==> src/rtl/execute_result_stage.sv <==
// Execute result stage: selects the unit result for each instruction, holds it in a
// two-entry skid buffer (head + skid) and hands it downstream over valid/ready.
// Also answers a forwarding lookup over both buffered entries and counts retirements.
module execute_result_stage #(
  parameter int DATA_WIDTH     = 32,
  parameter int REG_ADDR_WIDTH = 5
) (
  input  logic                      i_clock,
  input  logic                      i_reset,
  input  logic                      i_flush,
  input  logic                      i_in_valid,
  output logic                      o_in_ready,
  input  logic [1:0]                i_result_select,
  input  logic [DATA_WIDTH-1:0]     i_logic_result,
  input  logic [DATA_WIDTH-1:0]     i_adder_result,
  input  logic [DATA_WIDTH-1:0]     i_shift_result,
  input  logic [DATA_WIDTH-1:0]     i_link_value,
  input  logic [REG_ADDR_WIDTH-1:0] i_dest_reg,
  input  logic                      i_write_enable,
  output logic                      o_out_valid,
  input  logic                      i_out_ready,
  output logic [DATA_WIDTH-1:0]     o_out_data,
  output logic [REG_ADDR_WIDTH-1:0] o_out_dest_reg,
  output logic                      o_out_write_enable,
  input  logic [REG_ADDR_WIDTH-1:0] i_lookup_reg,
  output logic                      o_lookup_hit,
  output logic [DATA_WIDTH-1:0]     o_lookup_data,
  output logic [31:0]               o_retired_count
);

  logic                      r_head_valid;
  logic [DATA_WIDTH-1:0]     r_head_data;
  logic [REG_ADDR_WIDTH-1:0] r_head_dest;
  logic                      r_head_we;

  logic                      r_skid_valid;
  logic [DATA_WIDTH-1:0]     r_skid_data;
  logic [REG_ADDR_WIDTH-1:0] r_skid_dest;
  logic                      r_skid_we;

  logic [31:0]               r_retired_count;

  logic [DATA_WIDTH-1:0]     w_in_data;
  logic                      w_in_we;
  logic                      w_accept;
  logic                      w_drain;
  logic                      w_head_free;

  // in_ready comes straight from the skid flop so the upstream path is registered
  assign o_in_ready  = ~r_skid_valid;
  assign w_accept    = i_in_valid & o_in_ready;
  assign w_drain     = r_head_valid & i_out_ready;
  assign w_head_free = ~r_head_valid | w_drain;

  // Pick the unit result; r0 is hardwired so its write enable is dropped at capture
  always_comb begin
    w_in_data = '0;
    unique case (i_result_select)
      2'b00: w_in_data = i_logic_result;
      2'b01: w_in_data = i_adder_result;
      2'b10: w_in_data = i_shift_result;
      2'b11: w_in_data = i_link_value;
      default: w_in_data = '0;
    endcase
    w_in_we = i_write_enable & (i_dest_reg != '0);
  end

  // Head entry: refilled from skid first (FIFO order), else from input, else emptied
  always_ff @(posedge i_clock or posedge i_reset) begin
    if (i_reset) begin
      r_head_valid <= 1'b0;
      r_head_data  <= '0;
      r_head_dest  <= '0;
      r_head_we    <= 1'b0;
    end else if (i_flush) begin
      r_head_valid <= 1'b0;
      r_head_data  <= '0;
      r_head_dest  <= '0;
      r_head_we    <= 1'b0;
    end else if (w_head_free) begin
      if (r_skid_valid) begin
        r_head_valid <= 1'b1;
        r_head_data  <= r_skid_data;
        r_head_dest  <= r_skid_dest;
        r_head_we    <= r_skid_we;
      end else if (w_accept) begin
        r_head_valid <= 1'b1;
        r_head_data  <= w_in_data;
        r_head_dest  <= i_dest_reg;
        r_head_we    <= w_in_we;
      end else begin
        r_head_valid <= 1'b0;
        r_head_data  <= '0;
        r_head_dest  <= '0;
        r_head_we    <= 1'b0;
      end
    end
  end

  // Skid entry: catches an accepted input while the head is occupied and stalled
  always_ff @(posedge i_clock or posedge i_reset) begin
    if (i_reset) begin
      r_skid_valid <= 1'b0;
      r_skid_data  <= '0;
      r_skid_dest  <= '0;
      r_skid_we    <= 1'b0;
    end else if (i_flush || (w_head_free && r_skid_valid)) begin
      r_skid_valid <= 1'b0;
      r_skid_data  <= '0;
      r_skid_dest  <= '0;
      r_skid_we    <= 1'b0;
    end else if (w_accept && !w_head_free) begin
      r_skid_valid <= 1'b1;
      r_skid_data  <= w_in_data;
      r_skid_dest  <= i_dest_reg;
      r_skid_we    <= w_in_we;
    end
  end

  // Retirement counter; a drain coinciding with a flush still retires
  always_ff @(posedge i_clock or posedge i_reset) begin
    if (i_reset) begin
      r_retired_count <= '0;
    end else if (w_drain) begin
      r_retired_count <= r_retired_count + 32'd1;
    end
  end

  // Forwarding lookup; the skid entry is newer so it overrides a head match
  always_comb begin
    o_lookup_hit  = 1'b0;
    o_lookup_data = '0;
    if (i_lookup_reg != '0) begin
      if (r_head_valid && r_head_we && (r_head_dest == i_lookup_reg)) begin
        o_lookup_hit  = 1'b1;
        o_lookup_data = r_head_data;
      end
      if (r_skid_valid && r_skid_we && (r_skid_dest == i_lookup_reg)) begin
        o_lookup_hit  = 1'b1;
        o_lookup_data = r_skid_data;
      end
    end
  end

  assign o_out_valid        = r_head_valid;
  assign o_out_data         = r_head_data;
  assign o_out_dest_reg     = r_head_dest;
  assign o_out_write_enable = r_head_we;
  assign o_retired_count    = r_retired_count;

endmodule
==> config.mk <==
export PLATFORM = sky130hd
export DESIGN_NAME = execute_result_stage
export DESIGN_NICKNAME = d
export VERILOG_FILES = /design/src/rtl/execute_result_stage.sv
export SDC_FILE = /design/constraint.sdc
export NUM_CORES = 1
export LEC_CHECK = 0
export ABC_AREA = 1
export ABC_CLOCK_PERIOD_IN_PS = 4200
export CORE_AREA = 8 8 199 106
export DETAILED_ROUTE_END_ITERATION = 8
export DIE_AREA = 0 0 207 114
export PLACE_DENSITY = 0.72
export SLEW_MARGIN = 20
export SYNTH_ARGS = -nofsm -noshare
export SYNTH_HDL_FRONTEND = slang
export SYNTH_SLANG_ARGS = --single-unit
==> constraint.sdc <==
create_clock -name i_clock -period 4.2 [get_ports i_clock]
set_input_delay 1.05 -clock i_clock [delete_from_list [all_inputs] [get_ports i_clock]]
set_output_delay 1.05 -clock i_clock [all_outputs]
set_load 0.05 [all_outputs]
==> summary.md, run 1 <==
| Metric | Value |
|---|---|
| DR WL met3 | `1480 µm` |
| Unrepaired setup endpoints after global routing | `false` |
| Total number of yosys warnings | `0` |
| Met2 wire len | `13400 µm` |
| Via density | `5.03` |
| I/O Pins | `251` |
| Vias after detailed routing | `7769` |
| Mapped Cells | `1072` |
| Row count | `35` |
| # setup viols final | `0` |
| Area leader, netlist | `dfrtp_1` |
| Max cap viols | `0` |
| Pint | `1.93 mW` |
| Gpl congestion | `0.862` |
| Post-CTS Setup Repair Bufs | `0` |
| Post-synth top cells | `431 x nand2_1, 117 x inv_1, 110 x dfrtp_1, 85 x nand3_1, 43 x o22ai_1` |
| Final setup TNS | `0 ps` |
| Port buffer count | `250` |
| Crit Path Category | `in -> out` |
| Critical path data arrival time | `2910 ps` |
| Slew HR | `28.6%` |
| Crit start category | `input pin` |
| Core ar. | `18100 µm²` |
| Synthesized area | `7180 µm²` |
| Cts hold-fix bufs | `0` |
| Clock share of power | `32.7%` |
| H-tree depth | `3` |
| CTS tree | `built` |
| TritonCTS buffer count | `9` |
| Grt total ovfl | `0` |
| Crit end category | `output port` |
| Hold Fails Final Rpt | `0` |
| Mean Syn Cell Area | `6.70 µm²` |
| Peak supply drop | `0.213 mV` |
| Reg2reg path depth | `7` |
| Asr flop ratio synth | `100%` |
| CP required | `3150 ps` |
| Psw | `897 µW` |
| DP HPWL | `19400 µm` |
| Worst skew pair latency | `350 ps` |
| Post-CTS sizing | `0` |
| Antenna Nets Post-Route | `0` |
| Clock slew at reported path FFs | `70 ps` |
| Worst Tran Pin Value | `1070 ps` |
| Starting Density | `39.6%` |
| Sequential Power Share | `41.2%` |
| Drt drc | `0` |
| Sw Ratio | `31.7%` |
| Outcome | `complete, no violations` |
| Drt first-iter violations | `503` |
| Syn_nets | `1219` |
| EDFF count, synth | `0` |
| Root buffer cell | `clkbuf_16` |
| Finished Layout Cells | `1544` |
| Synth-to-Final Area Change | `46.2%` |
| Drt total wl | `26700 µm` |
| Ys flop type | `dfrtp_1` |
| Initial antenna violation count | `1` |
| Hold depth | `2` |
| Avg WL per Cell | `17.3 µm` |
| Met1 Wirelength | `10900 µm` |
| Cell Pwr Density | `270 nW/µm²` |
| Netlist cell types | `32` |
| Hold WC Path Type | `reg -> reg` |
| Die width | `207 µm` |
| Drt pass-1 iters | `6` |
| FMAX | `252 MHz` |
| Vias in the first global route | `8009` |
| Combinational power share | `26.2%` |
| WHS | `502 ps` |
| LEAKAGE | `4.88 nW` |
| Top-count cell post-synth | `nand2_1` |
| Share of the synthesized area in the top cell type | `38.3%` |
| Nets | `1445` |
| Worst Skew | `8.24 ps` |
| Tmin final | `3960 ps` |
| Top cells by area, synth | `dfrtp_1 38%, nand2_1 23%, inv_1 6.1%, nand3_1 5.9%, o22ai_1 3.7%` |
| Util after Layout | `57.9%` |
| GRT Total Usage | `22.5%` |
| Yosys reg bits | `110` |
| Clock Tree Buf Depth | `2` |
| Global-route wire length before repair | `43100 µm` |
| Seq/Total Area, Yosys | `38.3%` |
| CTS sink count | `110` |
| Worst-path fanout max | `33` |
| Top sig layer | `met4` |
| Largest net degree at the start of global routing | `78` |
| Period utilisation layout | `94.3%` |
| Die Span Y | `114 µm` |
| Dpl cells | `1527` |
| Max-slew violation count | `0` |
| Die area | `23600 µm²` |
| Layout cells sized above 1 | `12.2%` |
-- metal layers --
metal	vias to the layer above	GRT usage, %
met4	0	9.10
met1	3607	26.3
li1	3833	-
met5	-	0
met2	272	40.1
met3	57	4.76
-- area by class of cell --
| class | count | area [µm²] |
|---|---|---|
| Antenna cell | 1 | 2.50 |
| Clock buffer | 13 | 280 |
| Clock inverter | 3 | 40.0 |
| Fill cell | 1725 | 7630 |
| Inverter | 128 | 485 |
| Multi-Input combinational cell | 782 | 3680 |
| Sequential cell | 110 | 2750 |
| Tap cell | 240 | 300 |
| Timing Repair Buffer | 267 | 2960 |
-- stage by stage --
stage / worst slack, ps / power, mW / area [µm²]
2_1_floorplan: 248 / 1.60 / 7180
3_3_place_gp: 246 / 1.92 / 10200
3_5_place_dp: 213 / 1.93 / 10200
4_1_cts: 210 / 2.86 / 10500
5_1_grt: 88.1 / 2.97 / 10500
6_report: 238 / 2.83 / 10500
-- power groups by stage --
stage          Clock, mW  Sequential, mW  Combinational [mW]
3_3_place_gp           0            1.18               0.735
4_1_cts            0.943            1.17               0.745
5_1_grt            0.992            1.18               0.804
3_5_place_dp           0            1.19               0.743
6_report           0.924            1.17               0.741
2_1_floorplan          0            1.33               0.267
-- worst max-delay path, cell delays in order --
cell,delay [ps]
clkdlybuf4s50_1,520
inv_1,70
nand2_1,60
nand2_1,80
nor2_4,150
nand3_4,80
nand2_2,90
nand2_4,310
nor2_1,310
buf_12,170
-- logic make-up (layout without fill, tap and decap cells) --
kind of cell	after synthesis	in the layout	synth area share, %
simple gates	675	675	41.6
buf+inv	180	411	10.7
flops	110	110	38.3
compound gates	88	88	6.98
xor+xnor	18	18	2.19
fa+ha+maj	1	1	0.174
other cells	0	1	0
-- final timing paths --
| path | start | to | slack (ps) |
|---|---|---|---|
| setup / recovery | i_lookup_reg[0] | o_lookup_data[1] | 240 |
| hold / removal | o_out_data[11] | o_out_data[11] | 500 |
| setup reg to reg | r_skid_valid | r_skid_data[26] | 2070 |
| hold reg to reg | o_out_data[11] | o_out_data[11] | 500 |
| max in group asynchronous | i_reset | r_skid_data[12] | 2060 |
| min in group asynchronous | i_reset | o_retired_count[0] | 1260 |
-- cells in the final DEF, fill, tap and decap left out, types with 3 or more instances in the layout --
cell	instances
nand2_1	431
clkdlybuf4s50_1	217
inv_1	116
dfrtp_1	110
nand3_1	85
o22ai_1	43
o21ai_0	42
nand4_1	38
nor2_2	35
nor2_1	34
buf_12	33
or2_2	32
buf_4	17
inv_2	10
xor2_1	10
clkbuf_16	9
xnor2_1	8
nand2_2	4
nor3_1	4
clkbuf_8	4
nor2_4	3
Power figures use the tool's default switching activity.
==> inputs of run 2 (changes only) <==
- CORE_AREA: 8 8 199 106 -> 2 2 193 100
- DIE_AREA: 0 0 207 114 -> 0 0 195 102
==> run 2 against run 1 <==
Net effect:
- first-iteration DRC count is 9.9% lower
- count of clock-buffer cells in the layout is 2 lower
- critical path depth stayed put
- setup slack better by 53 ps
- flip-flop and latch count stayed put
- worst hold slack hardly changed
- wire length is 7.3% lower
- via count is 0.27% lower
- final area is 0.35% lower
- maximum frequency is 1.4% higher
- non-clock buffer count is 2 lower
- register-to-register slack better by 230 ps
- critical path type unchanged
==> summary.md, run 2 (same netlist as run 1, synthesis figures left out) <==
| Metric | Value |
|---|---|
| Outcome | `complete, no violations` |
| Worst Tran Pin Value | `1020 ps` |
| Final setup TNS | `0 ps` |
| Gpl congestion | `0.857` |
| Most common cell after layout, fill and taps aside | `nand2_1` |
| Antenna Nets Post-Route | `0` |
| TritonCTS buffer count | `9` |
| Worst skew pair latency | `350 ps` |
| Unrepaired setup endpoints after global routing | `false` |
| # setup viols final | `0` |
| Reg2reg end | `r_skid_data[11]` |
| Hold WC Path Type | `reg -> reg` |
| FF-to-FF Start | `r_skid_valid` |
| Drt pass-1 iters | `5` |
| Die area | `19900 µm²` |
| Die width | `195 µm` |
| Critical path data arrival time | `2860 ps` |
| Most frequent cells in the layout | `431 x nand2_1, 217 x clkdlybuf4s50_1, 116 x inv_1` |
| Multi-input gate area | `3680 µm²` |
| Post-CTS Setup Repair Bufs | `0` |
| Row count | `35` |
| DR WL met3 | `1160 µm` |
| Sequential Area | `2750 µm²` |
| I/O Pins | `251` |
| Die Span Y | `102 µm` |
| Cell Pwr Density | `261 nW/µm²` |
| Vias after detailed routing | `7748` |
| Max-slew violation count | `0` |
| DP HPWL | `17700 µm` |
| Drt first-iter violations | `453` |
| Crit path cell chain | `clkdlybuf4s50_1, inv_2, nand2_1, nand2_1, nor2_2, buf_4, nand4_1, nand2_1, nor2_2, buf_12` |
| Slowest cell on the critical path | `clkdlybuf4s50_1` |
| Grt total ovfl | `0` |
| Root buffer cell | `clkbuf_16` |
| H-tree depth | `3` |
| Worst-path fanout max | `32` |
| Vias in the first global route | `7773` |
| Avg WL per Cell | `16.0 µm` |
| Crit start category | `input pin` |
| Crit Path Category | `in -> out` |
| Clock slew at reported path FFs | `80 ps` |
| Met1 Wirelength | `10500 µm` |
| Layout cells sized above 1 | `12.0%` |
| Hold Fails Final Rpt | `0` |
| Period utilisation layout | `93.1%` |
| CP required | `3150 ps` |
| R2r setup slk | `2300 ps` |
| Worst setup startpoint | `i_lookup_reg[3]` |
| Worst setup endpoint | `o_lookup_data[7]` |
| DP Worst Slack | `313 ps` |
| Clock Tree Buf Depth | `2` |
| Initial antenna violation count | `0` |
| GRT Total Usage | `25.3%` |
| CP most frequent cell | `nand2_1` |
| Final worst slack | `291 ps` |
| Via density | `5.03` |
| Starting Density | `39.6%` |
| Synth-to-Final Area Change | `45.7%` |
| Drt total wl | `24700 µm` |
| N_diodes | `0` |
| Global-route wire length before repair | `39900 µm` |
| LEAKAGE | `4.85 nW` |
| Slew HR | `32.2%` |
| Tmin final | `3910 ps` |
| Largest net degree at the start of global routing | `57` |
| CTS tree | `built` |
| Peak supply drop | `0.240 mV` |
| Worst Skew | `6.44 ps` |
| Crit-path max cell delay | `530 ps` |
| Max cap viols | `0` |
| Met2 wire len | `12500 µm` |
| Top sig layer | `met4` |
| Reg2reg path depth | `7` |
| Port buffer count | `250` |
| Cts hold-fix bufs | `0` |
| Post-CTS sizing | `0` |
| Core ar. | `18100 µm²` |
| CTS sink count | `110` |
| FMAX | `256 MHz` |
| Drt drc | `0` |
| Hold path startpoint | `o_retired_count[10]` |
| Crit end category | `output port` |
| Fillers | `1680` |
| Nets | `1443` |
-- run 2: changes by cell type in the layout (fill, tap and decap cells not counted), sizes merged --
cell	previous run	this run
buf	50	48
bufinv	1	0
clkbuf	13	11
clkinvlp	0	2
diode	1	0
inv	128	129
-- run 2: worst min-delay path by stage --
stage | endpoint | cells past startpoint
global placement | o_retired_count[10] | 1
CTS | o_retired_count[10] | 1
floorplan | r_skid_data[10] | 2
detailed placement | o_retired_count[29] | 2
finish | o_retired_count[10] | 1
global route | o_out_data[13] | 2
-- run 2: layout make-up --
type / instances / area share (%)
multi-input cells: 782 / 35.1
flip-flops and latches: 110 / 26.3
clock buffers: 11 / 2.32
clock inverters: 5 / 0.323
inverters: 128 / 4.64
repair buffers: 265 / 28.4
well taps: 240 / 2.87
-- run 2: critical path, delay by kind of cell --
| kind | cells | cell delay (ps) |
|---|---|---|
| buffers and inverters | 4 | 1120 |
| and+or+nand+nor | 6 | 650 |
-- run 2: per-stage QoR --
stage	hold slack (ps)	instances	utilization (%)	total power, mW	area, µm²
2_1_floorplan	515	1072	-	1.60	7180
3_3_place_gp	482	1525	56.2	1.91	10200
3_5_place_dp	491	1525	56.2	1.92	10200
4_1_cts	508	1541	57.7	2.75	10500
5_1_grt	531	1541	57.7	2.87	10500
6_report	502	1541	57.7	2.73	10500
-- run 2: where the power goes --
| group | switching (mW) | leakage [nW] | internal, mW | total, mW |
|---|---|---|---|---|
| logic | 0.442 | 3.22 | 0.293 | 0.735 |
| clock network | 0.406 | 0.132 | 0.420 | 0.826 |
| registers | 0.0544 | 1.50 | 1.11 | 1.17 |
| total | 0.902 | 4.85 | 1.83 | 2.73 |
-- run 2: routing by layer --
layer | GRT usage (%) | up-vias
met2 | 45.4 | 247
met4 | 9.16 | 0
li1 | - | 3815
met3 | 4.16 | 40
met1 | 31.3 | 3646
met5 | 0 | -
==> inputs of run 3 (changes only) <==
- CAP_MARGIN: default -> 25
==> run 3 against run 2 <==
Net effect:
- setup slack better by 25 ps
- critical path depth stayed put
- worst hold slack hardly changed
- clock skew hardly changed
- die area stayed put
- total power hardly changed
- via count hardly changed
- sequential share of layout area is 0.11 points lower
- cell count is 0.13% higher
- clock power hardly changed
- critical path type unchanged
- largest cell class unchanged
- largest power group unchanged
==> summary.md, run 3 (same netlist as run 1, synthesis figures left out) <==
| Metric | Value |
|---|---|
| Drt drc | `0` |
| Starting Density | `39.6%` |
| Outcome | `complete, no violations` |
| Vias in the first global route | `7773` |
| I/O Pins | `251` |
| Crit end category | `output port` |
| Dpl cells | `1525` |
| Sequential Area | `2750 µm²` |
| Unrepaired setup endpoints after global routing | `false` |
| Synth-to-Final Area Change | `46.2%` |
| Post-CTS Setup Repair Bufs | `0` |
| Multi-input gate area | `3680 µm²` |
| Tmin final | `3880 ps` |
| Peak supply drop | `0.240 mV` |
| Port buffer count | `250` |
| Hold WC Path Type | `reg -> reg` |
| GRT Total Usage | `25.3%` |
| Crit start category | `input pin` |
| CTS sink count | `110` |
| Slew HR | `52.3%` |
| Max-slew violation count | `0` |
| Clock slew at reported path FFs | `80 ps` |
| Final instance area | `10500 µm²` |
| Period utilisation layout | `92.5%` |
| Post-CTS sizing | `0` |
| Die Span Y | `102 µm` |
| Most common cell after layout, fill and taps aside | `nand2_1` |
| Critical path data arrival time | `2830 ps` |
| Reg2reg path depth | `7` |
| Die area | `19900 µm²` |
| Avg WL per Cell | `16.0 µm` |
| Drt total wl | `24600 µm` |
| Layout cells sized above 1 | `12.1%` |
| FF-to-FF Start | `r_skid_valid` |
| Final setup TNS | `0 ps` |
| Reg2reg end | `r_skid_data[1]` |
| Fillers | `1676` |
| R2r setup slk | `2310 ps` |
| Row count | `35` |
| Most frequent cells in the layout | `431 x nand2_1, 217 x clkdlybuf4s50_1, 116 x inv_1` |
| Largest net degree at the start of global routing | `57` |
| Grt total ovfl | `0` |
| CTS tree | `built` |
| LEAKAGE | `4.87 nW` |
| Root buffer cell | `clkbuf_16` |
| Vias after detailed routing | `7742` |
| Cts hold-fix bufs | `0` |
| Die width | `195 µm` |
| CP required | `3150 ps` |
| Hold depth | `1` |
| # setup viols final | `0` |
| Worst skew pair latency | `350 ps` |
| Via density | `5.02` |
| Core ar. | `18100 µm²` |
| Worst-path fanout max | `32` |
| FMAX | `257 MHz` |
| Global-route wire length before repair | `39900 µm` |
| DP Area | `10200 µm²` |
| H-tree depth | `3` |
| DP Worst Slack | `313 ps` |
| Hold path startpoint | `o_retired_count[10]` |
| Clock Tree Buf Depth | `2` |
| Hold Fails Final Rpt | `0` |
| Finished Layout Cells | `1543` |
| Antenna Nets Post-Route | `0` |
| Drt pass-1 iters | `5` |
| Final worst slack | `316 ps` |
| Drt first-iter violations | `376` |
| Nets | `1445` |
| Max cap viols | `0` |
| Cell Pwr Density | `260 nW/µm²` |
| N_diodes | `0` |
| TritonCTS buffer count | `9` |
| Gpl congestion | `0.857` |
| Initial antenna violation count | `0` |
| WHS Endpoint | `o_retired_count[10]` |
| Crit Path Category | `in -> out` |
| Worst Tran Pin Value | `715 ps` |
| DP HPWL | `17700 µm` |
| Worst Skew | `6.41 ps` |
[run 3: per-stage QoR]
step | hold slack (ps) | total power, mW | utilization [%]
floorplan | 515 | 1.60 | -
finish | 502 | 2.73 | 57.9
global placement | 482 | 1.91 | 56.2
global route | 531 | 2.87 | 57.9
CTS | 508 | 2.75 | 57.7
detailed placement | 491 | 1.92 | 56.2
[run 3: worst max path at each step]
stage,from,to,slack [ps],cells past startpoint
after global placement,i_lookup_reg[0],o_lookup_data[1],330,11
after floorplan,i_reset,o_out_data[0],250,1
after CTS,i_lookup_reg[3],o_lookup_data[7],310,10
after global routing,i_lookup_reg[1],o_lookup_data[1],180,11
after detailed placement,i_lookup_reg[3],o_lookup_data[7],310,10
final,i_lookup_reg[0],o_lookup_data[7],320,10
[run 3: power breakdown]
part	internal [mW]	switching (mW)	total (mW)	leakage (nW)
Combinational	0.297	0.442	0.739	3.24
Sequential	1.11	0.0543	1.17	1.50
Clock	0.420	0.404	0.824	0.132
Total	1.83	0.900	2.73	4.87
[run 3: critical path: stages]
cell	delay, ps
clkdlybuf4s50_1	520
inv_1	70
nand2_1	50
nand2_1	80
nor2_4	140
buf_4	380
nand4_1	190
nand2_1	140
nor2_2	60
buf_12	140
[run 3: metal layers]
metal	vias up	routed length [µm]	track usage, %
met4	0	565	9.16
met1	3630	10200	31.3
li1	3820	-	-
met3	40	1370	4.16
met5	-	0	0
met2	252	12500	45.4
[run 3: area by class of cell]
cell class                 count  share of cell area [%]
clock inverter                 5                   0.322
multi-input combinational    782                    35.0
clock buffer                  11                    2.31
inverter                     128                    4.62
sequential                   110                    26.2
tap                          240                    2.86
timing repair buffer         267                    28.7
